<file path="src/rtl/id_ex_stage.sv">
// ID/EX pipeline register with a two-entry skid buffer.
// MAIN drives the execute side; SKID absorbs one instruction when execute stalls.
module id_ex_stage #(
    parameter int unsigned DATA_WIDTH = 64,
    parameter int unsigned REG_NUM    = 32,
    parameter int unsigned OP_WIDTH   = 8,
    localparam int unsigned RW        = $clog2(REG_NUM)
) (
    input  logic                  clk,
    input  logic                  rst_n,
    input  logic                  flush,

    input  logic                  in_valid,
    output logic                  in_ready,
    input  logic [DATA_WIDTH-1:0] in_rs1_val,
    input  logic [DATA_WIDTH-1:0] in_rs2_val,
    input  logic [RW-1:0]         in_rs1,
    input  logic [RW-1:0]         in_rs2,
    input  logic [RW-1:0]         in_rd,
    input  logic                  in_rd_we,
    input  logic [DATA_WIDTH-1:0] in_pc,
    input  logic [OP_WIDTH-1:0]   in_op,

    output logic                  out_valid,
    input  logic                  out_ready,
    output logic [DATA_WIDTH-1:0] out_rs1_val,
    output logic [DATA_WIDTH-1:0] out_rs2_val,
    output logic [RW-1:0]         out_rs1,
    output logic [RW-1:0]         out_rs2,
    output logic [RW-1:0]         out_rd,
    output logic                  out_rd_we,
    output logic [DATA_WIDTH-1:0] out_pc,
    output logic [OP_WIDTH-1:0]   out_op,

    output logic [RW-1:0]         ex_rd,
    output logic                  ex_rd_we
);

    typedef struct packed {
        logic [DATA_WIDTH-1:0] rs1_val;
        logic [DATA_WIDTH-1:0] rs2_val;
        logic [RW-1:0]         rs1;
        logic [RW-1:0]         rs2;
        logic [RW-1:0]         rd;
        logic                  rd_we;
        logic [DATA_WIDTH-1:0] pc;
        logic [OP_WIDTH-1:0]   op;
    } payload_t;

    payload_t r_main;
    payload_t r_skid;
    logic     r_main_valid;
    logic     r_skid_valid;

    payload_t w_in_payload;
    logic     w_accept;
    logic     w_consume;
    logic     w_main_valid_nxt;
    logic     w_skid_valid_nxt;
    logic     w_main_from_in;
    logic     w_main_from_skid;
    logic     w_skid_from_in;

    // Ready depends on registered state only, so no combinational path from out_ready.
    assign in_ready  = !r_skid_valid;
    assign out_valid = r_main_valid;
    assign w_accept  = in_valid && in_ready;
    assign w_consume = r_main_valid && out_ready;

    // x0 writes are masked at capture time so downstream never sees a live rd_we for rd 0.
    always_comb begin
        w_in_payload         = '0;
        w_in_payload.rs1_val = in_rs1_val;
        w_in_payload.rs2_val = in_rs2_val;
        w_in_payload.rs1     = in_rs1;
        w_in_payload.rs2     = in_rs2;
        w_in_payload.rd      = in_rd;
        w_in_payload.rd_we   = in_rd_we && (in_rd != '0);
        w_in_payload.pc      = in_pc;
        w_in_payload.op      = in_op;
    end

    always_comb begin
        w_main_valid_nxt = r_main_valid;
        w_skid_valid_nxt = r_skid_valid;
        w_main_from_in   = 1'b0;
        w_main_from_skid = 1'b0;
        w_skid_from_in   = 1'b0;

        if (flush) begin
            w_main_valid_nxt = 1'b0;
            w_skid_valid_nxt = 1'b0;
        end else if (w_consume && r_skid_valid) begin
            // in_ready is low here, so no accept can coincide with the refill.
            w_main_from_skid = 1'b1;
            w_main_valid_nxt = 1'b1;
            w_skid_valid_nxt = 1'b0;
        end else if (w_accept && (!r_main_valid || w_consume)) begin
            w_main_from_in   = 1'b1;
            w_main_valid_nxt = 1'b1;
        end else if (w_accept) begin
            w_skid_from_in   = 1'b1;
            w_skid_valid_nxt = 1'b1;
        end else if (w_consume) begin
            w_main_valid_nxt = 1'b0;
        end
    end

    always_ff @(posedge clk) begin
        if (!rst_n) begin
            r_main_valid <= 1'b0;
            r_skid_valid <= 1'b0;
            r_main       <= '0;
            r_skid       <= '0;
        end else begin
            r_main_valid <= w_main_valid_nxt;
            r_skid_valid <= w_skid_valid_nxt;
            if (w_main_from_skid) begin
                r_main <= r_skid;
            end else if (w_main_from_in) begin
                r_main <= w_in_payload;
            end
            if (w_skid_from_in) begin
                r_skid <= w_in_payload;
            end
        end
    end

    assign out_rs1_val = r_main.rs1_val;
    assign out_rs2_val = r_main.rs2_val;
    assign out_rs1     = r_main.rs1;
    assign out_rs2     = r_main.rs2;
    assign out_rd      = r_main.rd;
    assign out_rd_we   = r_main.rd_we;
    assign out_pc      = r_main.pc;
    assign out_op      = r_main.op;

    assign ex_rd       = r_main.rd;
    assign ex_rd_we    = r_main.rd_we && r_main_valid;

endmodule

</file>
<file path="config.mk">
export PLATFORM = sky130hd
export DESIGN_NAME = id_ex_stage
export DESIGN_NICKNAME = d
export VERILOG_FILES = /design/src/rtl/id_ex_stage.sv
export SDC_FILE = /design/constraint.sdc
export NUM_CORES = 1
export LEC_CHECK = 0
export CELL_PAD_IN_SITES_DETAIL_PLACEMENT = 0
export CELL_PAD_IN_SITES_GLOBAL_PLACEMENT = 1
export CORE_AREA = 2 2 230 209
export DETAILED_ROUTE_END_ITERATION = 10
export DIE_AREA = 0 0 232 211
export PLACE_DENSITY = 0.93
export SYNTH_ARGS = -nofsm -noshare
export SYNTH_HDL_FRONTEND = slang
export SYNTH_SLANG_ARGS = --single-unit
</file>
<file path="constraint.sdc">
create_clock -name clk -period 2.7 [get_ports clk]
set_input_delay 0.405 -clock clk [delete_from_list [all_inputs] [get_ports clk]]
set_output_delay 0.405 -clock clk [all_outputs]
set_load 0.005 [all_outputs]
</file>
==> summary.txt <==
Status
  • Status: complete, no violations

Logic synthesis
  • Synth Area in Simple Gates: 6.257%
  • Ranking of synthesized cells by area: dfxtp_1 46%, a21oi_1 11%, a32oi_1 10%
  • Post-synth EDFFs: 0
  • Seq cells post-synth: 434
  • Post-Synthesis Cells: 2,042
  • Post-synthesis mux area share: 0%
  • Yosys warnings: 0
  • Avg Inst Size Synth: 9.234 µm²
  • Ys flop type: dfxtp_1
  • Yosys top cell by area: dfxtp_1
  • Largest family of logic cells by synthesized area: compound AO/OA/AOI/OAI gates
  • Synth unique cells: 33
  • Compound-gate portion of the synthesized area: 39.71%
  • Xor/xnor cell area share of the yosys netlist: 0%
  • Post-synth ARST share: 0%
  • Seq/Total Area, Yosys: 46.08%
  • Synth Area in Adders: 0%
  • Syn nets: 2,263
  • Top cell type's share of synthesized area: 46.08%
  • Area of the mapped netlist: 18,860 µm²

Timing
  • Worst slew margin: 37.71%
  • Hold Violations, Final: 0
  • Period minus WS final: 2.275 ns
  • Worst slew pin tran: 0.9344 ns
  • Final setup skew: 0.01757 ns
  • Fmax: 0.4396 GHz
  • Post-route setup TNS: 0 ns
  • Count of final max-slew check failures: 0
  • RSZ-0062 raised after global routing: no
  • Fin crit share: 84.25%
  • # setup viols final: 0

Clocking
  • CTS tree: yes
  • Resized Gates After CTS: 0
  • Root Driver: clkbuf_16
  • Num CTS Buffers: 47
  • CTS clk-pin slew, worst paths: 0.06 ns
  • Clock buffer depth: 3
  • Clock sink count: 434
  • Setup bufs post-CTS: 0
  • Hold buffers post-CTS: 0
  • H-tree Lvls: 2
  • Worst-skew pair later-pin latency: 0.58 ns

Min path
  • Min-Delay Endpoint: r_skid_valid
  • Hold Crit Class: primary input to flip-flop
  • Hold path depth: 2
  • Worst Hold Launch: out_ready

Floorplanning
  • Die Y: 211 µm
  • Ports: 445
  • Die area: 48,950 µm²
  • Core Area: 46,450 µm²
  • Initial Util: 40.60%
  • Die X: 232 µm
  • Cell Rows: 75

Critical path
  • Worst R2R Setup Slack: 0.64 ns
  • Crit path from: out_valid
  • Reg2reg end: out_pc[5]
  • Worst-path fanout max: 11
  • FF-to-FF Start: out_valid
  • CP Data Arrival Time: 1.87 ns
  • Critical Path End Type: output pin
  • Kind of critical path: flip-flop to output pin
  • Cells on worst reg2reg path: 4
  • CP required: 2.30 ns
  • CP Launch Type: flip-flop

Route
  • Wirelength per Cell: 22.11 µm
  • DRT Pass-1 Iters: 6
  • Via count: 18,640
  • Vias per inst: 6.257
  • DRC Markers: 0
  • Drt total wl: 65,870 µm
  • Routed Antenna Nets: 0
  • DRT iter0 DRCs: 1,752

Global route
  • Vias in the first global route: 17,510
  • Remaining Overflow, GRT: 0
  • Global-route usage over all layers: 25.16%
  • Global-route wire length before repair: 99,930 µm
  • Largest net degree at the start of global routing: 124
  • Initial antenna violation count: 8

Placement
  • Final GP Congestion: 0.8382
  • PortBufs: 444
  • DP HPWL: 40,420 µm
  • Placed Instance Area: 23,770 µm²

Final layout
  • Nets: 2,547
  • Most frequent cells in the layout: 443 x clkdlybuf4s50_1, 434 x dfxtp_1, 432 x a21oi_1
  • Layout cells sized above 1: 12.77%
  • Area Growth Syn to Fin: 34.04%
  • Commonest non-fill, non-tap cell in the layout: clkdlybuf4s50_1
  • Finished Cell Area: 25,280 µm²

Power and ir drop
  • Leak: 7.624 nW
  • Worst vdd ir: 0.3932 mV
  • Power Dens Cells: 582.1 nW/µm²

Run
  • Max Cap Violations: 0
[registers in the layout, summed over array words and instances, names as in the netlist]
register,count
out_pc,64
out_rd_we,1
out_rs2_val,64
out_rs1_val,64
out_rs1,5
out_op,8
ex_rd,5
out_rs2,5
r_skid_valid,1
r_skid,216
out_valid,1
[per-stage QoR]
stage / hold slack (ns) / total power [mW] / worst slack (ns) / utilization (%) / instances
after floorplan: 0.4535 / 7.542 / 1.188 / - / 2042
after global placement: 0.4590 / 8.483 / 0.4030 / 51.16 / 2893
after detailed placement: 0.4662 / 8.510 / 0.3487 / 51.16 / 2893
after CTS: 0.09976 / 14.82 / 0.3908 / 54.38 / 2973
after global routing: 0.1260 / 15.17 / 0.3480 / 54.41 / 2979
final: 0.1326 / 14.71 / 0.4254 / 54.41 / 2979
[power by group]
group	switching, mW	total [mW]	internal [mW]	leakage (nW)
Combinational	0.828	1.68	0.847	3.37
Clock	2.61	6.32	3.71	0.732
Sequential	0.133	6.72	6.58	3.52
[worst max-delay path by stage]
stage / depth (start not counted) / end
after CTS: 2 / ex_rd_we
final: 2 / ex_rd_we
after floorplan: 6 / ex_rd[0]
after detailed placement: 5 / out_pc[22]
after global placement: 5 / out_pc[45]
after global routing: 2 / ex_rd_we
[cell families (layout without fill, tap and decap cells)]
group | Yosys count | count (layout)
buffers and inverters | 295 | 610
and+or+nand+nor | 229 | 229
other | 0 | 6
AOI/OAI and AO/OA | 1084 | 1084
DFF | 434 | 434
[final cells by class]
type,instances,area [µm²]
Antenna cell,6,15.01
Clock buffer,69,1381
Clock inverter,11,113.9
Fill cell,4010,21180
Inverter,3,23.77
Multi-Input combinational cell,1313,8713
Sequential cell,434,8688
Tap cell,616,770.7
Timing Repair Buffer,527,5569
[cell usage after synthesis (all sizes together) (2+ instances only)]
| master | count |
|---|---|
| dfxtp | 434 |
| a21oi | 432 |
| o21ai | 217 |
| nand3 | 216 |
| a32oi | 215 |
| o211ai | 215 |
| buf | 168 |
| clkbuf | 124 |
| inv | 3 |
| nand2 | 2 |
| nand2b | 2 |
[routing by layer]
layer / part of all wire, % / vias up / global-route usage, %
met2: 48 / 997 / 41.17
met5: 0.036 / - / 0
met1: 40 / 9041 / 32.80
met4: 3.4 / 4 / 10.26
met3: 8.1 / 147 / 4.468
li1: - / 8451 / -
[worst max-delay path, stage by stage, from the launching register on]
cell and delay, ns:
dfxtp_1 0.61, and2_1 0.20, clkdlybuf4s50_1 0.49
(Power assumes the default switching activity.)
